## config.mk

```make
export PLATFORM = sky130hd
export DESIGN_NAME = regfile_access_ctrl
export DESIGN_NICKNAME = d
export VERILOG_FILES = /design/src/rtl/regfile_access_ctrl.sv
export SDC_FILE = /design/constraint.sdc
export NUM_CORES = 1
export LEC_CHECK = 0
export ABC_AREA = 1
export BUFFER_PORTS_ARGS = -buffer_cell sky130_fd_sc_hd__buf_2
export CAP_MARGIN = 30
export CORE_ASPECT_RATIO = 0.75
export CORE_MARGIN = 5
export CORE_UTILIZATION = 30
export DETAILED_ROUTE_END_ITERATION = 16
export PLACE_DENSITY = 0.53
export SLEW_MARGIN = 30
export SYNTH_ARGS = -nofsm -noshare
export SYNTH_HDL_FRONTEND = slang
export SYNTH_SLANG_ARGS = --single-unit
```

## constraint.sdc

```tcl
create_clock -name i_clk -period 3.12 [get_ports i_clk]
set_input_delay 0.468 -clock i_clk [delete_from_list [all_inputs] [get_ports i_clk]]
set_output_delay 0.468 -clock i_clk [all_outputs]
set_load 0.02 [all_outputs]
```

## src/rtl/regfile_access_ctrl.sv

```systemverilog
// Single-port scheduler in front of a 32x32 register file: clears the file after reset,
// arbitrates writeback writes against decode reads, and holds read responses under backpressure.
//   state   | meaning
//   ST_INIT | register file being cleared, no grants
//   ST_RUN  | normal arbitration, left only by reset
module regfile_access_ctrl #(
    parameter int MAX_WR_STREAK = 4,
    parameter int INIT_CYCLES   = 1
) (
    input  logic        i_clk,
    input  logic        i_rst_n,
    input  logic        i_wr_valid,
    output logic        o_wr_ready,
    input  logic [4:0]  i_wr_rd,
    input  logic [31:0] i_wr_data,
    input  logic        i_rd_valid,
    output logic        o_rd_ready,
    input  logic [4:0]  i_rd_rs1,
    input  logic [4:0]  i_rd_rs2,
    output logic        o_resp_valid,
    input  logic        i_resp_ready,
    output logic [31:0] o_resp_rs1,
    output logic [31:0] o_resp_rs2,
    output logic        o_init_done,
    output logic        o_rf_rst,
    output logic        o_rf_read,
    output logic [4:0]  o_rf_rd,
    output logic [4:0]  o_rf_rs1,
    output logic [4:0]  o_rf_rs2,
    output logic [31:0] o_rf_data_in,
    input  logic [31:0] i_rf_rs1_out,
    input  logic [31:0] i_rf_rs2_out
);

    typedef enum logic {ST_INIT, ST_RUN} state_t;

    state_t      r_state;
    state_t      w_state_nxt;
    logic [3:0]  r_init_cnt;
    logic [3:0]  r_streak;
    logic        r_resp_valid;
    logic        r_resp_first;
    logic        r_rs1_zero;
    logic        r_rs2_zero;
    logic [31:0] r_hold_rs1;
    logic [31:0] r_hold_rs2;

    logic        w_run;
    logic        w_init_last;
    logic        w_rd_elig;
    logic        w_wr_x0;
    logic        w_wr_nz;
    logic        w_wr_grant;
    logic        w_rd_grant;
    logic [31:0] w_first_rs1;
    logic [31:0] w_first_rs2;

    assign w_init_last = (r_init_cnt == 4'(INIT_CYCLES - 1));

    always_ff @(posedge i_clk or negedge i_rst_n) begin
        if (!i_rst_n) begin
            r_state <= ST_INIT;
        end else begin
            r_state <= w_state_nxt;
        end
    end

    always_comb begin
        w_state_nxt = r_state;
        case (r_state)
            ST_INIT: if (w_init_last) w_state_nxt = ST_RUN;
            ST_RUN:  w_state_nxt = ST_RUN;
            default: w_state_nxt = ST_INIT;
        endcase
    end

    always_comb begin
        w_run       = (r_state == ST_RUN);
        o_init_done = w_run;
        o_rf_rst    = !w_run;
    end

    always_ff @(posedge i_clk or negedge i_rst_n) begin
        if (!i_rst_n) begin
            r_init_cnt <= 4'd0;
        end else if (r_state == ST_INIT && !w_init_last) begin
            r_init_cnt <= r_init_cnt + 4'd1;
        end
    end

    // A stalled response blocks new reads; a read may still issue in the cycle the old one is taken.
    assign w_rd_elig  = w_run && i_rd_valid && !(r_resp_valid && !i_resp_ready);
    assign w_wr_x0    = w_run && i_wr_valid && (i_wr_rd == 5'd0);
    assign w_wr_nz    = w_run && i_wr_valid && (i_wr_rd != 5'd0);
    assign w_wr_grant = w_wr_nz && !(w_rd_elig && (r_streak == 4'(MAX_WR_STREAK)));
    assign w_rd_grant = w_rd_elig && !w_wr_grant;

    assign o_wr_ready   = w_wr_grant || w_wr_x0;
    assign o_rd_ready   = w_rd_grant;
    assign o_rf_read    = !w_wr_grant;
    assign o_rf_rd      = w_wr_grant ? i_wr_rd   : 5'd0;
    assign o_rf_data_in = w_wr_grant ? i_wr_data : 32'd0;
    assign o_rf_rs1     = w_rd_grant ? i_rd_rs1  : 5'd0;
    assign o_rf_rs2     = w_rd_grant ? i_rd_rs2  : 5'd0;

    always_ff @(posedge i_clk or negedge i_rst_n) begin
        if (!i_rst_n) begin
            r_streak <= 4'd0;
        end else if (w_rd_elig && w_wr_grant) begin
            r_streak <= r_streak + 4'd1;
        end else begin
            r_streak <= 4'd0;
        end
    end

    assign w_first_rs1 = r_rs1_zero ? 32'd0 : i_rf_rs1_out;
    assign w_first_rs2 = r_rs2_zero ? 32'd0 : i_rf_rs2_out;

    // Register-file outputs are only valid in the first response cycle; afterwards use the hold copy.
    always_ff @(posedge i_clk or negedge i_rst_n) begin
        if (!i_rst_n) begin
            r_resp_valid <= 1'b0;
            r_resp_first <= 1'b0;
            r_rs1_zero   <= 1'b0;
            r_rs2_zero   <= 1'b0;
            r_hold_rs1   <= 32'd0;
            r_hold_rs2   <= 32'd0;
        end else begin
            r_resp_valid <= w_rd_grant || (r_resp_valid && !i_resp_ready);
            r_resp_first <= w_rd_grant;
            if (w_rd_grant) begin
                r_rs1_zero <= (i_rd_rs1 == 5'd0);
                r_rs2_zero <= (i_rd_rs2 == 5'd0);
            end
            if (r_resp_first && !i_resp_ready) begin
                r_hold_rs1 <= w_first_rs1;
                r_hold_rs2 <= w_first_rs2;
            end
        end
    end

    assign o_resp_valid = r_resp_valid;
    assign o_resp_rs1   = r_resp_first ? w_first_rs1 : r_hold_rs1;
    assign o_resp_rs2   = r_resp_first ? w_first_rs2 : r_hold_rs2;

endmodule

```

==> results by group <==
Synthesis
  • Seq/Total Area, Yosys: 0.404
  • Share of the synthesized area in the top cell type: 0.404
  • Ys Warns: 0
  • Mean Syn Cell Area: roughly 6.6 sq um
  • Yosys cell types: 24
  • Synth top area cells: dfrtp_1 40%, inv_1 15%, nand2_1 11%
  • Mapped Nets: 845
  • Mapped cell area: around 4800 sq um
  • Synth Instances: just over 700
  • Dominant cell type by area after synthesis: dfrtp_1
  • Yosys reg bits: between 70 and 80

Power
  • Pwr per Cell Area: between 500 and 600 nW/um^2
  • Leakage: between 3 and 4 nW
  • Peak VDD IR: 0.221 mV
  • Pint: between 0.002 and 0.0025 W
  • Comb power frac: 0.302
  • Sw frac: 0.337
  • Switching Power: about 0.0011 W
  • Clk pwr share: 0.329
  • Seq pwr share: 0.369

Timing
  • Final slew viol count: 0
  • Worst slew pin tran: approximately 750 ps
  • RSZ-0062 raised after global routing: no
  • Final Skew: just under 7 ps
  • Rel. slew slack: 0.499
  • Setup Viol. Count Final: 0
  • Hold slack final: between 100 and 150 ps
  • Fin Setup TNS: 0 ps
  • Final hold vios: 0
  • Fin crit share: 0.777
  • Clock period minus worst slack: approximately 2400 ps
  • Peak Freq: approximately 410 MHz

Drt
  • Vias: 4586
  • WL final: ~13000 um
  • DRC: 0
  • DR WL/cell: 11.6 um
  • Routed vias/inst: roughly 4
  • Post-route ant nets: 0
  • Initial DRC Count: ~230
  • DR pass1 iterations: 4

Setup path
  • Kind of critical path: reg2out
  • Critical Path AT: between 1500 and 2000 ps
  • Worst Setup End Kind: output pin
  • Worst Setup Start Kind: register
  • Worst-path maximum fanout: between 80 and 90
  • Worst EP required: 2650 ps
  • Worst R2R Path Depth: 5

Clock network
  • Htree depth: 3
  • # clock sinks: 77
  • CTS clock-pin slew for the worst setup and hold paths: about 60 ps
  • Post-CTS sizing: 0
  • Hold-fix buffers, CTS: 0
  • CTS tree: built
  • CTS root buf: clkbuf_16
  • CTS Buffer Depth: 2
  • Clk_lat worst skew: 330 ps
  • CTS Buf Count: 9
  • Post-CTS setup repair buffer count: 0

Outcome
  • Status: complete, no violations

GRT
  • GR Util All Layers: 0.143
  • Initial antenna violation count: 1
  • Vias in the first global route: approximately 4400
  • Largest net degree at the start of global routing: 83
  • First-pass GRT wire length: 21900 um
  • Grt total ovfl: 0

Placement
  • Placed Cells: 1131
  • Hpwl dp: 10100 um
  • Post-DP Area: ~6000 sq um
  • Number of port buffers: roughly 230
  • RD Place Congestion: about 0.82

Final layout
  • Ratio of cells with drive above 1 in the final layout: 0.290
  • Ant diodes: 0
  • Area Growth Syn to Fin: 33.0%
  • Finished Layout Cells: approximately 1100
  • Post-route cell area: 6340 sq um
  • Utilization after layout: 0.411
  • NumNets Final: 1057

Die
  • Core area: between 15000 and 20000 sq um
  • Die Ht: around 120 um
  • Ports: 233
  • Die W: roughly 160 um
  • DIE AREA: 18500 sq um
  • Row count: 39
  • Initial Util: 0.309

Run
  • Max Cap Violations: 0

Hold path
  • Hold Crit Class: in2async
==> critical path, cell delays in order, from the launching register on <==
cell	delay, ps
dfrtp_4	910
buf_4	320
nand2_1	60
o21ai_0	90
buf_2	200
==> cell usage in the layout (no fill, tap or decap) <==
master,synthesis,layout
nor3_1,2,2
bufinv_16,0,2
o21ai_0,79,79
clkbuf_16,0,9
nand2_2,1,1
dfrtp_4,0,1
buf_4,10,10
nor2_1,112,112
clkinv_2,0,1
nand3_2,1,1
nor2_4,2,2
nand4_1,1,1
buf_12,0,1
xor2_1,2,2
inv_2,2,2
clkbuf_1,15,1
o21ai_1,49,49
nand2_1,142,142
dfrtp_1,77,76
nor2_2,7,7
a21oi_1,2,2
a21oi_4,1,1
xnor2_1,3,3
inv_1,186,186
buf_2,9,231
o21bai_4,1,1
clkinvlp_4,0,3
nand3_1,10,10
ha_1,4,4
==> state kept, by name (all words and copies together), names as in the netlist <==
signal and count:
r_hold_rs2 32, o_resp_valid 1, r_hold_rs1 32, r_init_cnt 4
r_streak 4, r_resp_first 1, o_init_done 1, r_rs1_zero 1
r_rs2_zero 1
==> metal layers <==
metal	part of all wire	track usage
met1	0.50	0.209
met2	0.42	0.209
met3	0.059	0.0384
met4	0.016	0.0328
met5	0.00097	0
==> logic make-up after synthesis <==
logic type | count (synthesis) | synth area share
adders and majority gates | 4 | 0.0105
DFF | 77 | 0.404
and+or+nand+nor | 278 | 0.231
buffers and inverters | 229 | 0.201
AOI/OAI and AO/OA | 132 | 0.144
xor gates and xnor gates | 5 | 0.00918
==> synth_stat cells, drive strengths merged <==
| cell | number |
|---|---|
| o21ai | 128 |
| nand2 | 143 |
| buf | 26 |
| clkbuf | 15 |
| nand3 | 11 |
| xor2 | 2 |
| ha | 4 |
| nand4 | 1 |
| nor3 | 2 |
| a21oi | 3 |
| nor2 | 121 |
| dfrtp | 77 |
| inv | 188 |
| xnor2 | 3 |
| o21bai | 1 |
==> cell type report <==
cell class / instances / area [sq um]
Multi-Input combinational cell: 419 / 1880
Clock buffer: 10 / 229
Clock inverter: 6 / 87.6
Timing Repair Buffer: 242 / 1250
Sequential cell: 77 / 1930
Fill cell: 1682 / 9080
Inverter: 188 / 706
Tap cell: 205 / 256
==> path summary, 6_finish.rpt <==
path / startpoint / endpoint / slack (ps)
max: r_resp_first$_DFF_PN0_ / o_resp_rs1[9] / 700
min: i_rst_n / r_hold_rs2[27]$_DFFE_PN0P_ / 130
max reg2reg: r_resp_first$_DFF_PN0_ / r_hold_rs1[11]$_DFFE_PN0P_ / 1100
min reg2reg: r_rs2_zero$_DFFE_PN0P_ / r_rs2_zero$_DFFE_PN0P_ / 470
max in group asynchronous: i_rst_n / r_hold_rs1[20]$_DFFE_PN0P_ / 2320
min in group i_clk: i_rd_rs2[2] / r_rs2_zero$_DFFE_PN0P_ / 430
==> power groups by stage <==
stage	clock [W]	combinational, W	sequential (W)
4_1_cts	0.00114	0.00103	0.00123
3_5_place_dp	0	0.00103	0.00125
6_report	0.00110	0.00101	0.00123
2_1_floorplan	0	0.000676	0.00122
3_3_place_gp	0	0.00103	0.00125
5_1_grt	0.00119	0.00114	0.00126
==> per-stage QoR <==
stage / setup slack, ps / total power [W]
2_1_floorplan: 1220 / 0.00190
3_3_place_gp: 947 / 0.00227
3_5_place_dp: 951 / 0.00228
4_1_cts: 655 / 0.00341
5_1_grt: 536 / 0.00359
6_report: 697 / 0.00334
Power figures use the tool's default switching activity.
